## config.mk

```make
export PLATFORM = sky130hd
export DESIGN_NAME = bnn_xnor_layer
export DESIGN_NICKNAME = d
export VERILOG_FILES = /design/src/rtl/bnn_pkg.sv /design/src/rtl/bnn_popcount.sv /design/src/rtl/bnn_xnor_layer.sv
export SDC_FILE = /design/constraint.sdc
export NUM_CORES = 1
export LEC_CHECK = 0
export ABC_AREA = 0
export CAP_MARGIN = 25
export CORE_MARGIN = 8
export CORE_UTILIZATION = 55
export DETAILED_ROUTE_END_ITERATION = 10
export GPL_ROUTABILITY_DRIVEN = 1
export PLACE_DENSITY = 0.75
export SYNTH_ARGS = -nofsm -noshare
export SYNTH_HDL_FRONTEND = slang
export SYNTH_SLANG_ARGS = --single-unit
```

## constraint.sdc

```tcl
create_clock -name clk -period 5.6 [get_ports clk]
set_clock_uncertainty 0.15 [all_clocks]
set_input_delay 0.56 -clock clk [delete_from_list [all_inputs] [get_ports clk]]
set_output_delay 0.56 -clock clk [all_outputs]
set_load 0.01 [all_outputs]
```

## src/rtl/bnn_pkg.sv

```systemverilog
// Shared types and defaults for the binary XNOR-popcount layer.
package bnn_pkg;

    typedef enum logic [1:0] {
        IDLE  = 2'd0,
        ACCUM = 2'd1,
        DONE  = 2'd2
    } bnn_state_e;

    localparam int N_IN_DEF  = 16;
    localparam int CHUNK_DEF = 4;
    localparam int N_NEU_DEF = 4;

    // Width needed to hold a count from 0 to n_bits inclusive.
    function automatic int cw_of(input int n_bits);
        return $clog2(n_bits + 1);
    endfunction

endpackage

```

## src/rtl/bnn_popcount.sv

```systemverilog
// Combinational population count of a W-bit word.
module bnn_popcount #(
    parameter  int W  = 4,
    localparam int OW = $clog2(W + 1)
) (
    input  logic [W-1:0]  bits_i,
    output logic [OW-1:0] count_o
);

    always_comb begin
        count_o = '0;
        for (int i = 0; i < W; i++) begin
            count_o = count_o + OW'(bits_i[i]);
        end
    end

endmodule

```

## src/rtl/bnn_xnor_layer.sv

```systemverilog
// Binary neural-network layer: N_NEU XNOR-popcount neurons over a chunked input vector.
//  state | meaning
//  IDLE  | ready for a vector; configuration writes accepted
//  ACCUM | one input chunk per cycle added into every accumulator
//  DONE  | thresholded result held until the consumer takes it
module bnn_xnor_layer
    import bnn_pkg::*;
#(
    parameter  int N_IN  = N_IN_DEF,
    parameter  int CHUNK = CHUNK_DEF,
    parameter  int N_NEU = N_NEU_DEF,
    localparam int CW    = cw_of(N_IN),
    localparam int AW    = (N_NEU > 1) ? $clog2(N_NEU) : 1
) (
    input  logic              clk,
    input  logic              rst_n,
    input  logic              cfg_we,
    input  logic [AW-1:0]     cfg_addr,
    input  logic              cfg_is_th,
    input  logic [N_IN-1:0]   cfg_data,
    input  logic              in_valid,
    output logic              in_ready,
    input  logic [N_IN-1:0]   in_data,
    output logic              out_valid,
    input  logic              out_ready,
    output logic [N_NEU-1:0]  out_data
);

    localparam int NCH = N_IN / CHUNK;
    localparam int KW  = (NCH > 1) ? $clog2(NCH) : 1;
    localparam int PW  = $clog2(CHUNK + 1);

    bnn_state_e        state_q, state_d;
    logic [KW-1:0]     k_q, k_d;
    logic [N_IN-1:0]   x_q, x_d;
    logic [N_NEU-1:0]  out_q, out_d;
    logic [CW-1:0]     acc_q   [N_NEU];
    logic [CW-1:0]     acc_d   [N_NEU];
    logic [CW-1:0]     acc_sum [N_NEU];
    logic [N_IN-1:0]   w_q     [N_NEU];
    logic [CW-1:0]     th_q    [N_NEU];
    logic [PW-1:0]     pc      [N_NEU];
    logic [N_IN-1:0]   x_sh;
    logic [CHUNK-1:0]  x_chunk;
    logic              cfg_ok;

    assign x_sh    = x_q >> (int'(k_q) * CHUNK);
    assign x_chunk = x_sh[CHUNK-1:0];

    for (genvar j = 0; j < N_NEU; j++) begin : g_neu
        logic [N_IN-1:0]  w_sh;
        logic [CHUNK-1:0] match;

        assign w_sh  = w_q[j] >> (int'(k_q) * CHUNK);
        assign match = ~(x_chunk ^ w_sh[CHUNK-1:0]);

        bnn_popcount #(.W(CHUNK)) u_pc (
            .bits_i  (match),
            .count_o (pc[j])
        );

        assign acc_sum[j] = acc_q[j] + CW'(pc[j]);
    end

    assign in_ready  = (state_q == IDLE);
    assign out_valid = (state_q == DONE);
    assign out_data  = out_q;

    always_comb begin
        state_d = state_q;
        k_d     = k_q;
        x_d     = x_q;
        out_d   = out_q;
        for (int j = 0; j < N_NEU; j++) acc_d[j] = acc_q[j];

        case (state_q)
            IDLE: begin
                if (in_valid) begin
                    x_d     = in_data;
                    k_d     = '0;
                    state_d = ACCUM;
                    for (int j = 0; j < N_NEU; j++) acc_d[j] = '0;
                end
            end
            ACCUM: begin
                k_d = k_q + 1'b1;
                for (int j = 0; j < N_NEU; j++) acc_d[j] = acc_sum[j];
                if (k_q == KW'(NCH - 1)) begin
                    // Compare uses the sum including the final chunk.
                    k_d     = '0;
                    state_d = DONE;
                    for (int j = 0; j < N_NEU; j++) out_d[j] = (acc_sum[j] >= th_q[j]);
                end
            end
            DONE: begin
                if (out_ready) state_d = IDLE;
            end
            default: state_d = IDLE;
        endcase
    end

    always_ff @(posedge clk or negedge rst_n) begin
        if (!rst_n) begin
            state_q <= IDLE;
            k_q     <= '0;
            x_q     <= '0;
            out_q   <= '0;
            for (int j = 0; j < N_NEU; j++) acc_q[j] <= '0;
        end else begin
            state_q <= state_d;
            k_q     <= k_d;
            x_q     <= x_d;
            out_q   <= out_d;
            for (int j = 0; j < N_NEU; j++) acc_q[j] <= acc_d[j];
        end
    end

    // Weights are only read in ACCUM, so an IDLE write lands before first use.
    assign cfg_ok = cfg_we && (state_q == IDLE) && (int'(cfg_addr) < N_NEU);

    always_ff @(posedge clk or negedge rst_n) begin
        if (!rst_n) begin
            for (int j = 0; j < N_NEU; j++) begin
                w_q[j]  <= '1;
                th_q[j] <= '0;
            end
        end else if (cfg_ok) begin
            if (cfg_is_th) th_q[cfg_addr] <= cfg_data[CW-1:0];
            else           w_q[cfg_addr]  <= cfg_data;
        end
    end

endmodule
```

==> impl_metrics.ini <==
[clock_tree]
cts-root-buf = clkbuf_16
cts_hold_buf = 0
cts_tree = built
cts_resized = 0
htree_levels = 4
clock_latency_ns = 0.43
clock-sinks = 128
cts_inserted_buffers = 17
clockBufferDepth = 2
post-cts-setup-buffer-count = 0
clk_pin_slew_ns = 0.06

[setup_path]
path_class = flip-flop to flip-flop
r2r_start = k_q[0]$_DFFE_PN0P_
crit_chain = buf_4, mux4_2, xnor2_1, ha_1, fa_1, ha_1, ha_1, a21o_1, a21oi_1, xnor2_1, ha_1, a21o_1, a21oi_1, o21ai_0, mux2_2
cp_slowest_cell = mux4_2
end_kind = flip-flop
worst_path_most_repeated_cell = ha_1
regToRegEndpoint = out_data[3]$_DFFE_PN0P_
start_kind = flip-flop
worst-path-buf-inv = 1
required_ns = 5.76
crit_family = adder cells
cp.depth = 15
worstPathArrival_ns = 4.94
cpPeakStageDelay_ns = 0.57
cp_max_fo = 17
rrSetupSlack_ns = 0.82
rr_worst_depth = 15

[finish]
nets = 654
drive_above_1_share_pct = 39.3
area_delta_synth_final_pct = 17.4
fin_area_sq_um = 7980
utilization_pct = 66.2
antennaDiodeCount = 0

[logic_synthesis]
synth.most_common_cell = mux2_2
synthArstFlopShare_pct = 100
ys_seq_area_share_pct = 48.3
synth-seq-cells = 128
yosysTopAreaCell = dfstp_2
netlist_area_sq_um = 6800
synth_fp_nets = 604
ys_top_cells_by_count = mux2_2 (85), dfrtp_1 (64), dfstp_2 (64)
synth-edff-count = 0
synthTopCellsByArea = dfstp_2 (25%), dfrtp_1 (24%), mux2_2 (14%), ha_1 (7.5%), mux4_2 (6.6%)
netlist_instances = 515
syn-mean-instance-area_sq_um = 13.2
ys.flop_type = dfstp_2
synth_cell_type_count = 39
synth_top_area_share_pct = 24.7
yosys_warnings = 0

[grt]
grt_max_degree = 73
first_global_vias = 4644
grt_pass1_wl_um = 24300
antenna_found_initial = 0
grt_overflow = 0
grtUsageTotal_pct = 19.4

[floorplanning]
initial_utilization_pct = 56.3
dieArea_sq_um = 16200
die_height_um = 127
coreArea_sq_um = 12100
die_x_um = 127
ios = 46
num_rows = 40

[drt]
route.final.wire_length_um = 14400
vias = 4167
postRouteAntennaNets = 0
vias_per_cell = 5.59
first_pass_iters = 4
drt_first_iter_violations = 268
post-route-drc-count = 0
wire_per_inst_um = 19.3

[placed_design]
port_buffers = 45
dp_slack_ns = 0.847
place_congestion = 0.816
place_area_sq_um = 7380
hpwl_um = 10100

[sta]
fin_crit_ns = 4.78
setup_violations = 0
hold_viol_final = 0
tns_ns = 0
grt_setup_unrepaired = false
slew_viol_final = 0
fmaxAchievable_mhz = 209
slew_headroom_pct = 31.8
timing.final.crit_share_pct = 85.4
setup_ws_ns = 0.817
worstMarginPinSlew_ns = 1.02

[hold_path]
hold_class = input port to async pin

[run]
maxCapViolCount = 0

[run_status]
status = finished clean
## cell type report
type                            count  area, sq um
Clock buffer                       22          505
Clock inverter                     10         96.3
Fill cell                         910         4080
Inverter                           37          139
Multi-Input combinational cell    332         3270
Sequential cell                   128         3280
Tap cell                          168          210
Timing Repair Buffer               49          478
## per-layer routing
layer | wire length (um) | global-route usage [%] | vias up
li1 | - | - | 1934
met2 | 7200 | 32.5 | 78
met1 | 6320 | 23.6 | 2135
met3 | 662 | 4.78 | 20
met4 | 225 | 7.56 | 0
met5 | 0 | 0 | -
## worst max-delay path by stage
| stage | startpoint | to | slack (ns) |
|---|---|---|---|
| 6_report | k_q[0]$_DFFE_PN0P_ | out_data[3]$_DFFE_PN0P_ | 0.82 |
| 5_1_grt | k_q[0]$_DFFE_PN0P_ | out_data[3]$_DFFE_PN0P_ | 0.46 |
| 4_1_cts | k_q[0]$_DFFE_PN0P_ | out_data[0]$_DFFE_PN0P_ | 0.77 |
| 3_5_place_dp | k_q[0]$_DFFE_PN0P_ | out_data[0]$_DFFE_PN0P_ | 0.85 |
| 3_3_place_gp | k_q[0]$_DFFE_PN0P_ | out_data[1]$_DFFE_PN0P_ | 0.93 |
| 2_1_floorplan | k_q[0]$_DFFE_PN0P_ | out_data[1]$_DFFE_PN0P_ | 1.11 |
## stage by stage
| step | hold WS [ns] | instances |
|---|---|---|
| final | 0.0448 | 746 |
| after global routing | 0.0970 | 746 |
| after CTS | 0.0804 | 746 |
| after detailed placement | 0.344 | 714 |
| after global placement | 0.338 | 714 |
| after floorplan | 0.114 | 515 |
## sequential cells by signal (all words and copies together) (netlist names)
name	count
w_q	64
acc_q	20
th_q	20
x_q	16
out_data	4
k_q	2
state_q	2
## cell usage in the layout, fill, tap and decap left out, types with 2 or more instances in the layout
master            n
a21o_1            7
clkbuf_8          4
mux2_2           85
mux2_4           10
nor2b_1           5
o21bai_1          2
o21ai_0          21
dfstp_2          64
buf_4             5
inv_4             3
clkbuf_16        18
xnor2_1          28
o311ai_0          4
clkinv_4          3
dfrtp_1          64
ha_1             41
or4b_2            4
a21oi_1          12
nand2_1          38
clkdlybuf4s50_1  44
nor2_1            3
o22ai_1           8
nand3_1          17
fa_1              8
mux4_2           20
nand2b_1          6
inv_1            37
## logic make-up after synthesis
kind of cell / synth area share [%]
compound gates: 5.15
fa+ha+maj: 9.90
mux: 22.9
simple gates: 6.52
xor+xnor: 3.61
buf+inv: 3.59
flops: 48.3
Power is left out: the tool's default activity adds up to more than one toggle a clock period on the data nets, which glitch-free logic cannot reach.
